`src/rtl/conv_frame_sched.sv`:
```
// Round-robin frame scheduler feeding one shared convolutional encoder from two bit-serial sources.
// Define CONV_SCHED_TAIL_EN to append TAIL_BITS zero bits per frame for trellis termination.
module conv_frame_sched #(
    parameter int LEN_W     = 8,
    parameter int SEED_W    = 3,
    parameter int TAIL_BITS = 3
) (
    input  logic              clk,
    input  logic              reset,
    input  logic              req0,
    input  logic              req1,
    input  logic [LEN_W-1:0]  len0,
    input  logic [LEN_W-1:0]  len1,
    input  logic [SEED_W-1:0] seed0,
    input  logic [SEED_W-1:0] seed1,
    input  logic              data0,
    input  logic              data1,
    input  logic              hold,
    output logic              take0,
    output logic              take1,
    output logic              gnt0,
    output logic              gnt1,
    output logic              enc_load,
    output logic [SEED_W-1:0] enc_seed,
    output logic              enc_data,
    output logic              enc_valid,
    output logic              busy,
    output logic              frame_done,
    output logic              src_id
);

    typedef enum logic [2:0] {
        ST_IDLE,
        ST_LOAD,
        ST_DATA,
        ST_DONE
`ifdef CONV_SCHED_TAIL_EN
        , ST_TAIL
`endif
    } state_t;

`ifdef CONV_SCHED_TAIL_EN
    localparam logic [LEN_W-1:0] TAIL_LEN = LEN_W'(TAIL_BITS);
`endif

    state_t             state_q, state_d;
    logic [LEN_W-1:0]   cnt_q, cnt_d;
    logic               prio_q, prio_d;
    logic               src_id_q, src_id_d;
    logic               gnt0_q, gnt0_d, gnt1_q, gnt1_d;
    logic               enc_load_q, enc_load_d;
    logic [SEED_W-1:0]  enc_seed_q, enc_seed_d;
    logic               enc_data_q, enc_data_d;
    logic               enc_valid_q, enc_valid_d;
    logic               frame_done_q, frame_done_d;
    logic               pick;

    always_comb begin
        state_d      = state_q;
        cnt_d        = cnt_q;
        prio_d       = prio_q;
        src_id_d     = src_id_q;
        gnt0_d       = gnt0_q;
        gnt1_d       = gnt1_q;
        enc_load_d   = 1'b0;
        enc_seed_d   = enc_seed_q;
        enc_data_d   = enc_data_q;
        enc_valid_d  = 1'b0;
        frame_done_d = 1'b0;
        pick         = 1'b0;
        case (state_q)
            ST_IDLE: begin
                if (req0 || req1) begin
                    // prio_q names the source that wins a tie: the one not served last
                    pick       = (req0 && req1) ? prio_q : req1;
                    src_id_d   = pick;
                    gnt0_d     = ~pick;
                    gnt1_d     = pick;
                    cnt_d      = pick ? len1 : len0;
                    enc_seed_d = pick ? seed1 : seed0;
                    enc_load_d = 1'b1;
                    state_d    = ST_LOAD;
                end
            end
            ST_LOAD: begin
                if (cnt_q != '0) begin
                    state_d = ST_DATA;
                end else begin
`ifdef CONV_SCHED_TAIL_EN
                    state_d = ST_TAIL;
                    cnt_d   = TAIL_LEN;
`else
                    state_d = ST_DONE;
`endif
                end
            end
            ST_DATA: begin
                if (!hold) begin
                    enc_data_d  = src_id_q ? data1 : data0;
                    enc_valid_d = 1'b1;
                    cnt_d       = cnt_q - 1'b1;
                    if (cnt_q == LEN_W'(1)) begin
`ifdef CONV_SCHED_TAIL_EN
                        state_d = ST_TAIL;
                        cnt_d   = TAIL_LEN;
`else
                        state_d = ST_DONE;
`endif
                    end
                end
            end
`ifdef CONV_SCHED_TAIL_EN
            ST_TAIL: begin
                if (!hold) begin
                    enc_data_d  = 1'b0;
                    enc_valid_d = 1'b1;
                    cnt_d       = cnt_q - 1'b1;
                    if (cnt_q == LEN_W'(1)) state_d = ST_DONE;
                end
            end
`endif
            ST_DONE: begin
                gnt0_d       = 1'b0;
                gnt1_d       = 1'b0;
                frame_done_d = 1'b1;
                prio_d       = ~src_id_q;
                state_d      = ST_IDLE;
            end
            default: state_d = ST_IDLE;
        endcase
    end

    always_ff @(posedge clk) begin
        if (!reset) begin
            state_q      <= ST_IDLE;
            cnt_q        <= '0;
            prio_q       <= 1'b0;
            src_id_q     <= 1'b0;
            gnt0_q       <= 1'b0;
            gnt1_q       <= 1'b0;
            enc_load_q   <= 1'b0;
            enc_seed_q   <= '0;
            enc_data_q   <= 1'b0;
            enc_valid_q  <= 1'b0;
            frame_done_q <= 1'b0;
        end else begin
            state_q      <= state_d;
            cnt_q        <= cnt_d;
            prio_q       <= prio_d;
            src_id_q     <= src_id_d;
            gnt0_q       <= gnt0_d;
            gnt1_q       <= gnt1_d;
            enc_load_q   <= enc_load_d;
            enc_seed_q   <= enc_seed_d;
            enc_data_q   <= enc_data_d;
            enc_valid_q  <= enc_valid_d;
            frame_done_q <= frame_done_d;
        end
    end

    // take is gated by reset so a source never advances on an edge that aborts the frame
    assign take0      = reset && (state_q == ST_DATA) && !hold && !src_id_q;
    assign take1      = reset && (state_q == ST_DATA) && !hold &&  src_id_q;
    assign gnt0       = gnt0_q;
    assign gnt1       = gnt1_q;
    assign enc_load   = enc_load_q;
    assign enc_seed   = enc_seed_q;
    assign enc_data   = enc_data_q;
    assign enc_valid  = enc_valid_q;
    assign busy       = (state_q != ST_IDLE);
    assign frame_done = frame_done_q;
    assign src_id     = src_id_q;

endmodule
```
`config.mk`:
```
export PLATFORM = sky130hd
export DESIGN_NAME = conv_frame_sched
export DESIGN_NICKNAME = d
export VERILOG_FILES = /design/src/rtl/conv_frame_sched.sv
export SDC_FILE = /design/constraint.sdc
export NUM_CORES = 1
export LEC_CHECK = 0
export ABC_AREA = 1
export CORE_MARGIN = 2
export CORE_UTILIZATION = 40
export DETAILED_ROUTE_END_ITERATION = 10
export PLACE_DENSITY_LB_ADDON = 0.08
export SLEW_MARGIN = 40
export SYNTH_ARGS = -nofsm -noshare
export SYNTH_HDL_FRONTEND = slang
export SYNTH_SLANG_ARGS = --single-unit
```
`constraint.sdc`:
```
create_clock -name clk -period 3.26 [get_ports clk]
set_input_delay 0.489 -clock clk [delete_from_list [all_inputs] [get_ports clk]]
set_output_delay 0.489 -clock clk [all_outputs]
set_load 0.01 [all_outputs]
```
Yosys cells after proc, flatten, opt, wreduce, memory -nomap -nowiden

Index checks and enable logic that the tools add are counted.

Bits in registers: 22
Bits of input ports: 29
Logic and storage cells: 61

$add $sub $neg: 1
Equal/unequal tests: 7
Muxes and demuxes: 19
Bitwise operators: 3
Reduce and logical (&&, ||, !) cells: 20

Operators by type and width:

| kind                  | count |
|---|---|
| $mux W8               | 3 |
| $pmux W8 S2           | 1 |
| $mux W3               | 4 |
| $reduce_and A2 Y1     | 5 |
| $pmux W3 S3           | 1 |
| $eq A8 B1 Y1 const B  | 1 |
| $mux W1               | 8 |
| $reduce_bool A8 Y1    | 1 |
| $sub A8 B1 Y8 const B | 1 |
| $eq A3 B2 Y1 const B  | 2 |
| $ne A2 B2 Y1 const B  | 3 |
| $reduce_and A3 Y1     | 2 |
| $logic_and A1 B1 Y1   | 5 |
| $pmux W1 S2           | 2 |
| $reduce_bool A2 Y1    | 2 |
| $eq A3 B1 Y1 const B  | 1 |
| $logic_not A3 Y1      | 1 |
| $not A1 Y1            | 3 |
| $reduce_bool A3 Y1    | 1 |
| $logic_not A1 Y1      | 2 |
| $logic_or A1 B1 Y1    | 1 |

Logic depth before layout (Yosys ltp)

Gate-level depths: netlist of the first run.

Word-level depth: 5
Gate-level depth with buffers: 10
Gate-level depth less buffers: 10

Worst setup path before layout of the first run

OpenSTA, ideal clock, no wires.

Path kind: reg-to-output
Start: register state_q[0]
End: output port take0
Data arrival time: 1.219 ns
Path slack: 1.552 ns
Cell stages (with the launch flop): 8
Path buffers: 1
Path through: dfxtp_1 -> inv_1 -> ha_1 -> buf_4 -> inv_1 -> nor2_1 -> inv_1 -> nor3_1

Longest elaborated chain between the ends: 4

Ends and longest elaborated chain:

| element                          | line | RTL |
|---|---|---|
| start, declared                  | 46   | `state_t state_q, state_d;` |
| start signal, assigned           | 147  | `state_q <= state_d;` |
| $eq A3 B2 Y1                     | 162  | `assign take0 = reset && (state_q == ST_DATA) && !hold && !src_id_q;` |
| $logic_and A1 B1 Y1 (3 in a row) | 162  |  |
| end, declared                    | 19   | `output logic take0,` |

No other way between the ends.

Worst setup path in the final report of the first run

Ends and elaborated chain as after synthesis.

==> key figures, run 1 <==
CTS
  – Clock latency on the worst-skew pair: 0.31 ns
  – Clk sinks: 21
  – # hold bufs at CTS: 0
  – CTS Buf Count: 3
  – CTS tree: built
  – Root Buffer: clkbuf_4
  – Postcts setup bufs: 0
  – Clock buffer depth: 2
  – CTS H-tree depth: 1
  – Reg clk slew, reported paths: 0.13 ns
  – Post-CTS resize count: 0

Critical path
  – Worst Path Arrival: ~2.5 ns
  – CP dominant cell by count: inv_1
  – Worst r2r src: state_q[0]
  – CP bufs+invs: 4
  – Crit path largest cell delay: ~0.57 ns
  – Slowest cell on crit path: clkdlybuf4s50_1
  – Worst setup SP type: flop
  – Crit path max fanout: 12
  – Reg-to-Reg End: cnt_q[1]
  – Setup CP Type: flop to output pin
  – Crit path max-delay family: buffers and inverters
  – Reg2reg path depth: 10
  – Stages on worst setup path: 7
  – WP data required: 2.77 ns
  – Critical path capture point type: output pin
  – CP startpoint: state_q[0]
  – CP cell instances: inv_1 -> ha_1 -> inv_1 -> nor2_1 -> inv_1 -> nor3_1 -> clkdlybuf4s50_1
  – FF-to-FF setup slack: roughly 1.3 ns

Synth
  – Top FF cell, synth: dfxtp_1
  – Distinct cells, synth: 22
  – Count of synthesis-stage warnings from yosys: 0
  – Area contributors post-synth: dfxtp_1 33%, nand2_1 16%, inv_1 8.7%
  – Commonest cells post-synth: 54 x nand2_1, 30 x inv_1, 27 x nor2_1, 21 x dfxtp_1, 16 x nand3_1
  – Largest area contributor in the netlist: dfxtp_1
  – Net Count, Synth: 239
  – Count leader, synth: nand2_1
  – Avg Synthesized Cell Area: 6.31 µm²
  – Post-synthesis sequential area ratio: 0.327
  – Synth async-reset ratio: 0
  – EDFF count, synth: 0
  – Syn Std Cell Area: approximately 0.0013 mm²
  – Top cell type's share of synthesized area: 0.327
  – Register bit count reported by yosys: 21
  – Cells after Synth: between 200 and 250

Die
  – Initial core utilization: 0.422
  – FP Rows: 20
  – Ports: 42
  – CORE AREA: 0.00305 mm²
  – Die area: roughly 0.0037 mm²
  – Die Y: approximately 61 µm
  – Die Wd: roughly 61 µm

STA
  – RSZ-0062 raised after global routing: no
  – Setup TNS: 0 ns
  – Max Freq: around 0.34 GHz
  – Final hold viol count: 0
  – Max-slew headroom: 0.667
  – Final setup violation count: 0
  – Tmin final: between 2 and 3 ns
  – Tightest Pin Transition: about 0.50 ns
  – Final period utilization: 0.909
  – Max-slew violations: 0
  – Clock Skews: around 0.0015 ns

Placement
  – Port-buffer cells: 41
  – GPL Wtd Cong: about 0.8
  – Placed cell areas: between 0.0015 and 0.002 mm²
  – Cells after DPL: approximately 280
  – Post-DP HPWL: ~2.5 mm

Layout
  – Fin nets: between 200 and 300
  – Share of layout cells above drive strength 1: 0.0369
  – Layout area overhead: 35.2%
  – Design area: about 0.0017 mm²
  – Antenna diode count: 0
  – Filler instances: 323
  – Layout Utilization: 0.570
  – Storage cell area: approximately 420 µm²
  – Area of the multi-input gates: just over 700 µm²
  – Non-filler cells, final: 288

Global route
  – Vias in the first global route: approximately 1,300
  – First-pass GRT wire length: 5.58 mm
  – Initial antenna violation count: 0
  – Grt ovf: 0
  – Global Route Usage Sum: 0.200
  – Largest net degree at the start of global routing: 15

Route
  – Drt via density: around 4.7
  – Final WL: 3.19 mm
  – WL/cell: 11.1 µm
  – DRC: 0
  – Initial DRC count: approximately 50
  – Routed Antenna Nets: 0
  – Vias: about 1,300
  – TritonRoute pass-1 iters: 4

Worst hold path
  – Hold path depth: 2
  – Hold path start: gnt0
  – Hold crit path type: flop to flop
  – Min-Delay Endpoint: gnt0

Run
  – Max_cap viols: 0

Power
  – P_leak: approximately 0.8 nW
  – Flop pwr share: 0.302
  – Pwr Density: just under 800 mW/mm²
  – Logic pwr share: 0.601
  – Max VDD drop: about 0.4 mV
  – Clock network power share: 0.097
  – Sw Pwr: around 650 µW
  – Switching Fraction: 0.472
  – Int Pwr: 725 µW

Status
  – Outcome: finished, final reports clean
[state kept, by name, summed over array words and instances (netlist names)]
register    flops
state_q         2
prio_q          1
cnt_q           8
gnt0            1
enc_data        1
enc_seed        3
gnt1            1
src_id          1
enc_load        1
frame_done      1
enc_valid       1
[layout make-up]
class,instances,area share
Timing Repair Buffer,42,0.240
Tap cell,44,0.0316
Clock inverter,1,0.00431
Clock buffer,3,0.0129
Sequential cell,21,0.242
Inverter,30,0.0647
Multi-Input combinational cell,147,0.405
[logic make-up (layout without fill, tap and decap cells)]
logic type / after synthesis / in the layout / share of synthesized area
buf+inv: 36 / 76 / 0.126
simple gates: 103 / 103 / 0.326
compound gates: 38 / 38 / 0.163
flops: 21 / 21 / 0.327
fa+ha+maj: 6 / 6 / 0.0583
[per-stage QoR]
stage / hold WS [ns] / setup slack [ns] / total power [mW]
final: 0.476 / 0.297 / 1.37
after global routing: 0.491 / 0.0405 / 1.53
after CTS: 0.481 / 0.248 / 1.39
after detailed placement: 0.460 / 0.621 / 1.24
after global placement: 0.459 / 0.707 / 1.25
after floorplan: 0.443 / 1.55 / 1.04
[placed cells by master, fill, tap and decap left out, types with 3 or more instances in the layout]
master / instances
nor2_1: 27
nand3_1: 16
dfxtp_1: 21
ha_1: 6
nand2_1: 54
o21ai_0: 14
a31oi_1: 3
a21oi_1: 15
clkdlybuf4s50_1: 41
clkbuf_4: 3
inv_1: 30
[worst register-to-register path: stages, from the launching register on]
cell	delay, ns
dfxtp_1	0.41
inv_1	0.08
ha_1	0.34
nand2_1	0.13
nand2_2	0.07
nor2_2	0.33
inv_1	0.21
nor2_1	0.12
o21ai_1	0.07
nand2_1	0.07
inv_1	0.03
[worst max path at each step]
stage             to  slack [ns]
6_report       take0        0.30
5_1_grt        take1        0.04
4_1_cts        take0        0.25
3_5_place_dp   take0        0.62
3_3_place_gp   take1        0.71
2_1_floorplan  take0        1.55
[layer usage]
| layer | GRT usage | wire (µm) | vias to the layer above |
|---|---|---|---|
| met5 | 0 | 0 | - |
| met4 | 0.0373 | 15 | 0 |
| met3 | 0.0469 | 143 | 2 |
| met2 | 0.353 | 1560 | 21 |
| met1 | 0.251 | 1470 | 591 |
| li1 | - | - | 726 |
[power groups by stage]
stage	Clock [mW]	Combinational (mW)	Sequential (mW)
global placement	0	0.826	0.420
detailed placement	0	0.823	0.421
global route	0.148	0.955	0.426
finish	0.133	0.826	0.415
floorplan	0	0.613	0.422
CTS	0.140	0.831	0.415
Power figures use the tool's default switching activity.
==> run 2: changes to the inputs <==
--- a/config.mk
+++ b/config.mk
@@ -10,6 +10,7 @@
 export CORE_UTILIZATION = 40
 export DETAILED_ROUTE_END_ITERATION = 10
 export PLACE_DENSITY_LB_ADDON = 0.08
+export SKIP_LAST_GASP = 1
 export SLEW_MARGIN = 40
 export SYNTH_ARGS = -nofsm -noshare
 export SYNTH_HDL_FRONTEND = slang
==> results of run 2 <==
Final layout, timing and power as in run 1 (identical DEF).
==> run 3: changes to the inputs <==
--- a/config.mk
+++ b/config.mk
@@ -5,7 +5,6 @@
 export SDC_FILE = /design/constraint.sdc
 export NUM_CORES = 1
 export LEC_CHECK = 0
-export ABC_AREA = 1
 export CORE_MARGIN = 2
 export CORE_UTILIZATION = 40
 export DETAILED_ROUTE_END_ITERATION = 10
==> key figures, run 3 <==
Status
  – Outcome: finished, final reports clean (unchanged)

Global route
  – Global Route Usage Sum: 0.217 (was 0.200)
  – Vias in the first global route: 1,273 (was 1,293)
  – Grt ovf: 0 (unchanged)
  – First-pass GRT wire length: 5.86 mm (was 5.58 mm)
  – Largest net degree at the start of global routing: 17 (was 15)
  – Initial antenna violation count: 0 (unchanged)

Route
  – Routed Antenna Nets: 0 (unchanged)
  – WL/cell: 15.3 µm (was 11.1 µm)
  – Vias: 1,300 (was 1,340)
  – Final WL: 3.63 mm (was 3.19 mm)
  – Drt via density: 5.49 (was 4.65)
  – TritonRoute pass-1 iters: 5 (was 4)
  – Initial DRC count: 35 (was 51)
  – DRC: 0 (unchanged)

Die
  – Ports: 42 (unchanged)
  – Die Y: 60.2 µm (was 60.7 µm)
  – FP Rows: 20 (unchanged)
  – Die Wd: 60.2 µm (was 60.7 µm)
  – Initial core utilization: 0.417 (was 0.422)
  – Die area: 0.00362 mm² (was 0.00369 mm²)
  – CORE AREA: 0.00303 mm² (was 0.00305 mm²)

Synth
  – Commonest cells post-synth: 21 x dfxtp_1, 20 x nor2_1, 15 x nand2_1, 12 x a21oi_1 (was 54 x nand2_1, 30 x inv_1, 27 x nor2_1, 21 x dfxtp_1, 16 x nand3_1)
  – Count of synthesis-stage warnings from yosys: 0 (unchanged)
  – Distinct cells, synth: 43 (was 22)
  – Synth async-reset ratio: 0 (unchanged)
  – EDFF count, synth: 0 (unchanged)
  – Top FF cell, synth: dfxtp_1 (unchanged)
  – Avg Synthesized Cell Area: 8.24 µm² (was 6.31 µm²)
  – Count leader, synth: dfxtp_1 (was nand2_1)
  – Post-synthesis sequential area ratio: 0.333 (was 0.327)
  – Top cell type's share of synthesized area: 0.333 (was 0.327)
  – Cells after Synth: 153 (was 204)
  – Register bit count reported by yosys: 21 (unchanged)
  – Net Count, Synth: 188 (was 239)
  – Largest area contributor in the netlist: dfxtp_1 (unchanged)
  – Area contributors post-synth: dfxtp_1 33%, ha_1 6.0%, nor2_1 6.0% (was dfxtp_1 33%, nand2_1 16%, inv_1 8.7%)
  – Syn Std Cell Area: 0.00126 mm² (was 0.00129 mm²)

STA
  – Final hold viol count: 0 (unchanged)
  – Final period utilization: 0.771 (was 0.909)
  – Max Freq: 0.398 GHz (was 0.338 GHz)
  – Tmin final: 2.51 ns (was 2.96 ns)
  – Tightest Pin Transition: 0.574 ns (was 0.498 ns)
  – RSZ-0062 raised after global routing: no (unchanged)
  – Clock Skews: 0.00555 ns (was 0.00154 ns)
  – Max-slew violations: 0 (unchanged)
  – Final setup violation count: 0 (unchanged)
  – Max-slew headroom: 0.614 (was 0.667)
  – Setup TNS: 0 ns (unchanged)

Critical path
  – CP dominant cell by count: clkdlybuf4s50_1 (was inv_1)
  – Crit path max fanout: 8 (was 12)
  – WP data required: 2.77 ns (about the same)
  – Worst setup SP type: primary input (was flop)
  – Worst Path Arrival: 2.03 ns (was 2.47 ns)
  – Reg2reg path depth: 6 (was 10)
  – Slowest cell on crit path: clkdlybuf4s50_1 (unchanged)
  – CP cell instances: clkdlybuf4s50_1 -> nor4_1 -> clkdlybuf4s50_1 (was inv_1 -> ha_1 -> inv_1 -> nor2_1 -> inv_1 -> nor3_1 -> clkdlybuf4s50_1)
  – Critical path capture point type: output pin (unchanged)
  – Crit path largest cell delay: 0.61 ns (was 0.57 ns)
  – FF-to-FF setup slack: 1.43 ns (was 1.33 ns)
  – Reg-to-Reg End: cnt_q[7] (was cnt_q[1])
  – Setup CP Type: primary input to output pin (was flop to output pin)
  – Worst r2r src: state_q[0] (unchanged)

Worst hold path
  – Hold path start: enc_seed[2] (was gnt0)
  – Min-Delay Endpoint: enc_seed[2] (was gnt0)
  – Hold crit path type: flop to flop (unchanged)
  – Hold path depth: 2 (unchanged)

Power
  – Sw Pwr: 572 µW (was 648 µW)
  – Clock network power share: 0.099 (was 0.097)
  – Switching Fraction: 0.440 (was 0.472)
  – Flop pwr share: 0.323 (was 0.302)
  – Logic pwr share: 0.577 (was 0.601)
  – Int Pwr: 727 µW (was 725 µW)
  – Pwr Density: 746 mW/mm² (was 789 mW/mm²)
  – Max VDD drop: 0.451 mV (was 0.409 mV)
  – P_leak: 0.661 nW (was 0.797 nW)

Layout
  – Most common cell after layout, fill and taps aside: clkdlybuf4s50_1 (was nand2_1)
  – Most flops, register: cnt_q (unchanged)
  – Commonest cells after routing, fill and taps aside: 41 x clkdlybuf4s50_1, 21 x dfxtp_1, 20 x nor2_1 (was 54 x nand2_1, 41 x clkdlybuf4s50_1, 30 x inv_1)
  – Max reg flops: 8 (unchanged)
  – Antenna diode count: 0 (unchanged)
  – Share of layout cells above drive strength 1: 0.0881 (was 0.0369)
  – Layout Utilization: 0.576 (was 0.570)
  – Layout area overhead: 38.2% (was 35.2%)
  – Fin nets: 229 (was 280)

CTS
  – # hold bufs at CTS: 0 (unchanged)
  – CTS Buf Count: 3 (unchanged)
  – Reg clk slew, reported paths: 0.12 ns (was 0.13 ns)
  – Postcts setup bufs: 0 (unchanged)
  – Post-CTS resize count: 0 (unchanged)
  – Root Buffer: clkbuf_4 (unchanged)
  – Clock latency on the worst-skew pair: 0.31 ns (about the same)
  – CTS tree: built (unchanged)
  – Clk sinks: 21 (unchanged)
  – CTS H-tree depth: 1 (unchanged)
  – Clock buffer depth: 2 (unchanged)

Run
  – Max_cap viols: 0 (unchanged)

Placement
  – GPL Wtd Cong: 0.832 (was 0.781)
  – Post-DP HPWL: 2.64 mm (was 2.51 mm)
  – Port-buffer cells: 41 (unchanged)
-- run 3: changes by cell type in the layout (fill, tap and decap cells not counted), moves of 3 or more --
| cell | previous run | this run |
|---|---|---|
| a211oi_1 | 0 | 4 |
| a21oi_1 | 15 | 12 |
| a311oi_1 | 0 | 4 |
| a31oi_1 | 3 | 0 |
| and3_1 | 0 | 4 |
| inv_1 | 30 | 6 |
| mux2i_1 | 0 | 4 |
| nand2_1 | 54 | 15 |
| nand3_1 | 16 | 3 |
| nor2_1 | 27 | 20 |
| nor4_1 | 0 | 4 |
| o21ai_0 | 14 | 0 |
| o31ai_1 | 0 | 3 |
-- run 3: how the worst max path moves through the flow --
stage	start	cells past startpoint	slack [ns]	endpoint
after floorplan	state_q[0]	5	1.36	take0
after global placement	hold	3	0.79	take1
after detailed placement	hold	3	0.78	take0
after CTS	hold	3	0.77	take1
after global routing	state_q[0]	5	0.64	take0
final	hold	3	0.75	take1
-- run 3: logic make-up after synthesis --
logic type | synth area share
AO/OA/AOI/OAI | 0.265
XOR/XNOR | 0.00695
multiplexers | 0.0317
adder cells (fa/ha/maj) | 0.0595
buffers and inverters | 0.0496
flip-flops | 0.333
AND/OR/NAND/NOR | 0.254
-- run 3: critical path: cells and delay by family --
| family | cells | cell delay [ns] |
|---|---|---|
| buffers and inverters | 2 | 1.20 |
| and+or+nand+nor | 1 | 0.33 |
-- run 3: area by class of cell --
type,count,area (µm²)
Fill cell,292,1280
Multi-Input combinational cell,116,778
Timing Repair Buffer,44,433
Sequential cell,21,420
Tap cell,44,55.1
Inverter,8,30.0
Clock buffer,4,26.3
-- run 3: power by group through the flow --
stage / Combinational [mW] / Clock [mW] / Sequential, mW
after floorplan: 0.506 / 0 / 0.422
after global placement: 0.724 / 0 / 0.422
after detailed placement: 0.743 / 0 / 0.425
after CTS: 0.752 / 0.138 / 0.419
after global routing: 0.824 / 0.150 / 0.433
final: 0.750 / 0.129 / 0.420
-- run 3: metrics by stage --
step | hold WS, ns | instances | power [mW] | cell area [µm²] | setup slack (ns)
after floorplan | 0.466 | 153 | 0.927 | 1260 | 1.36
after global placement | 0.474 | 233 | 1.15 | 1720 | 0.785
after detailed placement | 0.499 | 233 | 1.17 | 1720 | 0.780
after CTS | 0.518 | 237 | 1.31 | 1740 | 0.766
after global routing | 0.536 | 237 | 1.41 | 1740 | 0.637
final | 0.512 | 237 | 1.30 | 1740 | 0.745
-- run 3: routing by layer --
metal | wire length (µm) | global-route usage | vias to the layer above | part of all wire
li1 | - | - | 640 | -
met1 | 1620 | 0.275 | 632 | 0.45
met2 | 1870 | 0.371 | 26 | 0.52
met3 | 122 | 0.0498 | 2 | 0.034
met4 | 12 | 0.0508 | 0 | 0.0033
met5 | 0 | 0 | - | 0
